[src/rtl/pixel_write_arbiter_pkg.sv]
// rtl/pixel_write_arbiter_pkg.sv - shared widths, lane entry type and arbiter state encoding
package pixel_write_arbiter_pkg;

    localparam int CORES_COUNT   = 10;
    localparam int COLOR_WIDTH   = 16;
    localparam int BUFFER_ADDR_W = 32;
    localparam int FIFO_DEPTH    = 8;

    typedef struct packed {
        logic [BUFFER_ADDR_W-1:0] addr;
        logic [COLOR_WIDTH-1:0]   data;
    } pixel_wr_t;

    typedef enum logic {
        ST_IDLE  = 1'b0,
        ST_WRITE = 1'b1
    } arb_state_t;

    // Pixel index to framebuffer byte address; wraps modulo 2^BUFFER_ADDR_W.
    function automatic logic [BUFFER_ADDR_W-1:0] byte_addr(
        input logic [BUFFER_ADDR_W-1:0] base,
        input logic [BUFFER_ADDR_W-1:0] index
    );
        return base + index * BUFFER_ADDR_W'(COLOR_WIDTH / 8);
    endfunction

endpackage

[src/rtl/pixel_write_arbiter_if.sv]
// rtl/pixel_write_arbiter_if.sv - Avalon-MM write-only master bus toward the framebuffer
interface pixel_write_arbiter_if;
    import pixel_write_arbiter_pkg::*;

    logic [BUFFER_ADDR_W-1:0] address;
    logic [COLOR_WIDTH-1:0]   writedata;
    logic                     write;
    logic                     waitrequest;

    modport master (output address, writedata, write, input waitrequest);
    modport slave  (input address, writedata, write, output waitrequest);

endinterface

[src/rtl/pixel_write_arbiter_fifo.sv]
// rtl/pixel_write_arbiter_fifo.sv - single-clock show-ahead lane FIFO of pixel writes
module pixel_write_arbiter_fifo
    import pixel_write_arbiter_pkg::*;
#(
    parameter int DEPTH = FIFO_DEPTH
) (
    input  logic      clk,
    input  logic      reset_n,
    input  logic      push,
    input  pixel_wr_t wdata,
    input  logic      pop,
    output pixel_wr_t rdata,
    output logic      full,
    output logic      empty
);

    localparam int PTR_W = $clog2(DEPTH);

    pixel_wr_t        mem [DEPTH];
    logic [PTR_W-1:0] wr_ptr;
    logic [PTR_W-1:0] rd_ptr;
    logic [PTR_W:0]   count;
    logic             do_push;
    logic             do_pop;

    assign full    = (count == (PTR_W+1)'(DEPTH));
    assign empty   = (count == '0);
    assign do_pop  = pop && !empty;
    // A pop in the same cycle frees a slot, so a full FIFO still accepts the push.
    assign do_push = push && (!full || do_pop);
    assign rdata   = mem[rd_ptr];

    always_ff @(posedge clk or negedge reset_n) begin
        if (!reset_n) begin
            wr_ptr <= '0;
            rd_ptr <= '0;
            count  <= '0;
        end else begin
            if (do_push) wr_ptr <= wr_ptr + PTR_W'(1);
            if (do_pop)  rd_ptr <= rd_ptr + PTR_W'(1);
            count <= count + (PTR_W+1)'(do_push) - (PTR_W+1)'(do_pop);
        end
    end

    always_ff @(posedge clk) begin
        if (do_push) mem[wr_ptr] <= wdata;
    end

endmodule

[src/rtl/pixel_write_arbiter.sv]
// rtl/pixel_write_arbiter.sv - buffers per-core pixel lanes and serialises them round-robin
// onto one Avalon-MM write master into the framebuffer.
module pixel_write_arbiter
    import pixel_write_arbiter_pkg::*;
#(
    parameter logic [BUFFER_ADDR_W-1:0] FB_BASE = '0
) (
    input  logic                                        clk,
    input  logic                                        reset_n,
    input  logic [CORES_COUNT-1:0][COLOR_WIDTH-1:0]     in_data,
    input  logic [CORES_COUNT-1:0][BUFFER_ADDR_W-1:0]   in_addr,
    input  logic [CORES_COUNT-1:0]                      in_valid,
    input  logic                                        clear_err,
    output logic [CORES_COUNT-1:0]                      overflow,
    output logic                                        idle,
    pixel_write_arbiter_if.master                       avm
);

    localparam int PTR_W = $clog2(CORES_COUNT);

    logic [CORES_COUNT-1:0]   full;
    logic [CORES_COUNT-1:0]   empty;
    logic [CORES_COUNT-1:0]   pop;
    logic [CORES_COUNT-1:0]   drop;
    pixel_wr_t                head [CORES_COUNT];

    arb_state_t               state;
    arb_state_t               next_state;
    logic [PTR_W-1:0]         rr_ptr;
    logic [PTR_W-1:0]         grant;
    logic [PTR_W-1:0]         next_rr;
    logic                     found;
    logic                     can_load;
    logic                     load;
    logic [BUFFER_ADDR_W-1:0] address_r;
    logic [COLOR_WIDTH-1:0]   writedata_r;

    for (genvar g = 0; g < CORES_COUNT; g++) begin : g_lane
        pixel_wr_t entry;
        assign entry   = '{addr: in_addr[g], data: in_data[g]};
        assign drop[g] = in_valid[g] && full[g] && !pop[g];

        pixel_write_arbiter_fifo #(.DEPTH(FIFO_DEPTH)) u_fifo (
            .clk     (clk),
            .reset_n (reset_n),
            .push    (in_valid[g]),
            .wdata   (entry),
            .pop     (pop[g]),
            .rdata   (head[g]),
            .full    (full[g]),
            .empty   (empty[g])
        );
    end

    always_comb begin
        int idx;
        idx        = 0;
        found      = 1'b0;
        grant      = '0;
        pop        = '0;
        next_state = state;
        // Search from rr_ptr upward, wrapping, for the first lane with data.
        for (int k = 0; k < CORES_COUNT; k++) begin
            idx = int'(rr_ptr) + k;
            if (idx >= CORES_COUNT) idx = idx - CORES_COUNT;
            if (!found && !empty[idx]) begin
                found = 1'b1;
                grant = PTR_W'(idx);
            end
        end
        can_load = (state == ST_IDLE) || !avm.waitrequest;
        load     = can_load && found;
        next_rr  = (grant == PTR_W'(CORES_COUNT - 1)) ? '0 : grant + PTR_W'(1);
        if (load) pop[grant] = 1'b1;
        if (can_load) next_state = found ? ST_WRITE : ST_IDLE;
    end

    always_ff @(posedge clk or negedge reset_n) begin
        if (!reset_n) begin
            state       <= ST_IDLE;
            rr_ptr      <= '0;
            address_r   <= '0;
            writedata_r <= '0;
        end else begin
            state <= next_state;
            if (load) begin
                rr_ptr      <= next_rr;
                address_r   <= byte_addr(FB_BASE, head[grant].addr);
                writedata_r <= head[grant].data;
            end
        end
    end

    // A new drop outranks clear_err so no loss goes unreported.
    always_ff @(posedge clk or negedge reset_n) begin
        if (!reset_n) begin
            overflow <= '0;
        end else begin
            for (int i = 0; i < CORES_COUNT; i++) begin
                if (drop[i])        overflow[i] <= 1'b1;
                else if (clear_err) overflow[i] <= 1'b0;
            end
        end
    end

    assign avm.address   = address_r;
    assign avm.writedata = writedata_r;
    assign avm.write     = (state == ST_WRITE);
    assign idle          = (&empty) && (state == ST_IDLE);

endmodule

[src/flat_wrapper.sv]
// flat-port wrapper written by rule: the top's interface ports become plain ports
module pixel_write_arbiter_flat import pixel_write_arbiter_pkg::*;
#(
    parameter logic [BUFFER_ADDR_W-1:0] FB_BASE = '0
)
  (clk, reset_n, in_data, in_addr, in_valid, clear_err, overflow, idle, avm_address, avm_writedata, avm_write, avm_waitrequest);
  pixel_write_arbiter_if avm_i ();
  input  logic clk;
  input  logic reset_n;
  input  logic [CORES_COUNT-1:0][COLOR_WIDTH-1:0] in_data;
  input  logic [CORES_COUNT-1:0][BUFFER_ADDR_W-1:0] in_addr;
  input  logic [CORES_COUNT-1:0] in_valid;
  input  logic clear_err;
  output logic [CORES_COUNT-1:0] overflow;
  output logic idle;
  output wire logic [$bits(avm_i.address)-1:0] avm_address;
  output wire logic [$bits(avm_i.writedata)-1:0] avm_writedata;
  output wire logic [$bits(avm_i.write)-1:0] avm_write;
  input wire logic [$bits(avm_i.waitrequest)-1:0] avm_waitrequest;
  assign avm_address = avm_i.address;
  assign avm_writedata = avm_i.writedata;
  assign avm_write = avm_i.write;
  assign avm_i.waitrequest = avm_waitrequest;
  pixel_write_arbiter #(.FB_BASE(FB_BASE)) u_core (.clk(clk), .reset_n(reset_n), .in_data(in_data), .in_addr(in_addr), .in_valid(in_valid), .clear_err(clear_err), .overflow(overflow), .idle(idle), .avm(avm_i));
endmodule
[config.mk]
export PLATFORM = sky130hd
export DESIGN_NAME = pixel_write_arbiter_flat
export DESIGN_NICKNAME = d
export VERILOG_FILES = /design/src/rtl/pixel_write_arbiter_pkg.sv /design/src/rtl/pixel_write_arbiter_if.sv /design/src/rtl/pixel_write_arbiter_fifo.sv /design/src/rtl/pixel_write_arbiter.sv /design/src/flat_wrapper.sv
export SDC_FILE = /design/constraint.sdc
export NUM_CORES = 2
export LEC_CHECK = 0
export CORE_MARGIN = 1
export CORE_UTILIZATION = 29
export CTS_BUF_LIST = sky130_fd_sc_hd__clkbuf_2 sky130_fd_sc_hd__clkbuf_4 sky130_fd_sc_hd__clkbuf_8
export DETAILED_ROUTE_END_ITERATION = 8
export DONT_BUFFER_PORTS = 1
export PLACE_DENSITY = 0.45
export SLEW_MARGIN = 0
export SYNTH_ARGS = -nofsm -noshare
export SYNTH_HDL_FRONTEND = slang
export SYNTH_HIERARCHICAL = 1
export SYNTH_SLANG_ARGS = --single-unit
[constraint.sdc]
create_clock -name clk -period 10.7 [get_ports clk]
set_clock_uncertainty 0.2 [all_clocks]
set_input_delay 3.21 -clock clk [delete_from_list [all_inputs] [get_ports clk]]
set_output_delay 3.21 -clock clk [all_outputs]
set_load 0.01 [all_outputs]
==> metrics.txt <==
outcome=complete, no violations; Layout area overhead=13.95%; Worst EP arrival=roughly 9 ns; GRT Residual Overflow=0; Max FO, Critical Path=47; maximum VDD drop=0.0007549 V; # hold bufs at CTS=0; share of cells above drive strength 1=between 30% and 40%; post-route minimum period=8.241 ns; Mean Syn Cell Area=between 20 and 25 sq um; setup violators final=0; Worst Hold Class=reg -> reg; vias per inst=4.818; fin crit share=77.02%; Cells after Synth=7,590; clk slew on worst S/H paths=0.06 ns; wire length per cell=approximately 31 um; GRT Overall Usage=~17%; Cell Pwr Density=327.1 nW/um^2; H-tree depth=6; detailed-route DRC error count=0; # resized after CTS=0; DP Wirelength=~300 mm; cell mode on critical path=nor2_1; MaxCap Viol Count=0; CP max-delay cell=ha_1; I/O pin total=554; worst slack, placed=2.488 ns; Core Box Area=544,900 sq um; Die Span X=~740 um; Final Slew Violations=0; drt initial violations=about 5,600; clock latency on the worst-skew pair=1.31 ns; die extent in y=741.9 um; via count=76,230; vias in the first global route=80,690; first-pass GRT wire length=658.0 mm; RSZ-0062 raised after global routing=false; row count=271; TritonCTS Sinks=3,922; Final nets=8,625; Mapped Area=roughly 160,000 sq um; CTS tree=yes; Worst-Margin Slew=~1.3 ns; critical path type=reg -> reg; setup repair bufs after CTS=0; Die ar.=550,400 sq um; yosys warns=6; Routed Antenna Nets=0; total negative slack=0 ns; number of port buffers=0; worst path cell trace=buf_4, inv_1, ha_1, inv_1, ha_1, a32oi_2, mux4_2, mux2i_1, nor2_1, nor3_1, o21a_1, or2_4, nand2_1, nor2_1, nor2b_1, nor2_1, nor4_2, buf_4; initial antenna violation count=30; Root Buffer=clkbuf_8; Worst Path Required=around 11 ns; GP Congestion=roughly 0.8; First-pass DRT Iterations=5; CTS buffer count=684; Hold Vio Cnt, Final=0; WL final=482.6 mm; crit end category=flop; total power=~60 mW; largest buffer count on any clock path=4; Leakage=57.59 nW; Fillers=51,530; Largest stage delay, worst path=0.76 ns; setup ws final=about 2.5 ns; syn_nets=8,188; Worst setup SP type=flop; slew margin rel.=10.94%; initial core utilization=29.13%; fmax=121.3 MHz; largest net degree at the start of global routing=around 160
[where the power goes]
part	switching, mW	internal [mW]	total [mW]	leakage, nW
registers	1.62	19.5	21.1	36.1
clock network	6.36	7.36	13.7	7.13
logic	16.5	7.86	24.3	14.4
total	24.5	34.7	59.2	57.6
[flip-flops by register name (all words and copies together), names as in the netlist]
register	count
u_core/avm.address	31
u_core/avm.write	1
u_core/avm.writedata	16
u_core/g_lane.u_fifo/count	40
u_core/g_lane.u_fifo/mem	3760
u_core/g_lane.u_fifo/rd_ptr	30
u_core/g_lane.u_fifo/wr_ptr	30
u_core/overflow	10
u_core/rr_ptr	4
[path summary, 6_finish.rpt]
| kind | start | to | slack, ns | cells past startpoint |
|---|---|---|---|---|
| max | u_core/rr_ptr[1] | u_core/g_lane[0].u_fifo/mem[0][28] | 2.46 | 18 |
| max in group asynchronous | reset_n | u_core/g_lane[4].u_fifo/rd_ptr[2] | 7.58 | 0 |
| max reg2reg | u_core/rr_ptr[1] | u_core/g_lane[0].u_fifo/mem[0][28] | 2.46 | 18 |
| min | u_core/g_lane[1].u_fifo/wr_ptr[2] | u_core/g_lane[1].u_fifo/wr_ptr[2] | 0.29 | 1 |
| min in group asynchronous | reset_n | u_core/overflow[7] | 1.62 | 0 |
| min reg2reg | u_core/g_lane[1].u_fifo/wr_ptr[2] | u_core/g_lane[1].u_fifo/wr_ptr[2] | 0.29 | 1 |
[stage by stage]
stage | hold WS (ns) | cells | cell area (sq um) | utilization [%]
6_report | 0.2905 | 15820 | 180900 | 33.20
5_1_grt | 0.3112 | 15810 | 180900 | 33.19
2_1_floorplan | 0.2596 | 7590 | 158800 | -
3_3_place_gp | 0.2808 | 14580 | 167300 | 30.70
4_1_cts | 0.2942 | 15810 | 180900 | 33.19
3_5_place_dp | 0.2822 | 14580 | 167300 | 30.70
[cell type report]
| type | count | area (sq um) | share of cell area [%] |
|---|---|---|---|
| repair buffers | 160 | 1464 | 0.8093 |
| clock buffers | 939 | 11450 | 6.328 |
| inverters | 75 | 281.5 | 0.1556 |
| clock inverters | 292 | 2131 | 1.178 |
| flip-flops and latches | 3922 | 117100 | 64.72 |
| well taps | 7234 | 9051 | 5.004 |
| multi-input cells | 3184 | 39410 | 21.79 |
| diodes | 15 | 37.54 | 0.02075 |
[cell usage in the layout, fill, tap and decap left out, types with 117 or more instances in the layout]
cell type  count
nand3_1      299
edfxtp_1    3760
mux2_2       207
clkbuf_4     236
mux4_2       837
clkinv_1     176
nor2_1       117
mux2_4       279
nand2_1      459
dfrtp_1      131
clkbuf_8     703
buf_4        139
[critical path, delay by kind of cell, from the launching register on]
family	cells	cell delay (ns)
buffers and inverters	4	1.59
multiplexers	2	0.84
AND/OR/NAND/NOR	8	2.86
adder cells (fa/ha/maj)	2	1.27
flip-flops	1	0.32
AO/OA/AOI/OAI	2	0.58
[routing by layer]
metal  GRT usage (%)  vias up  part of all wire [%]  wire length (um)
met5               0        -                     0                 0
met2           27.79     2224                    48            229900
li1                -    32350                     -                 -
met1           21.03    40990                    40            191800
met3           6.192      659                   8.9             42710
met4           6.046        0                   3.8             18150
(Power assumes the default switching activity.)
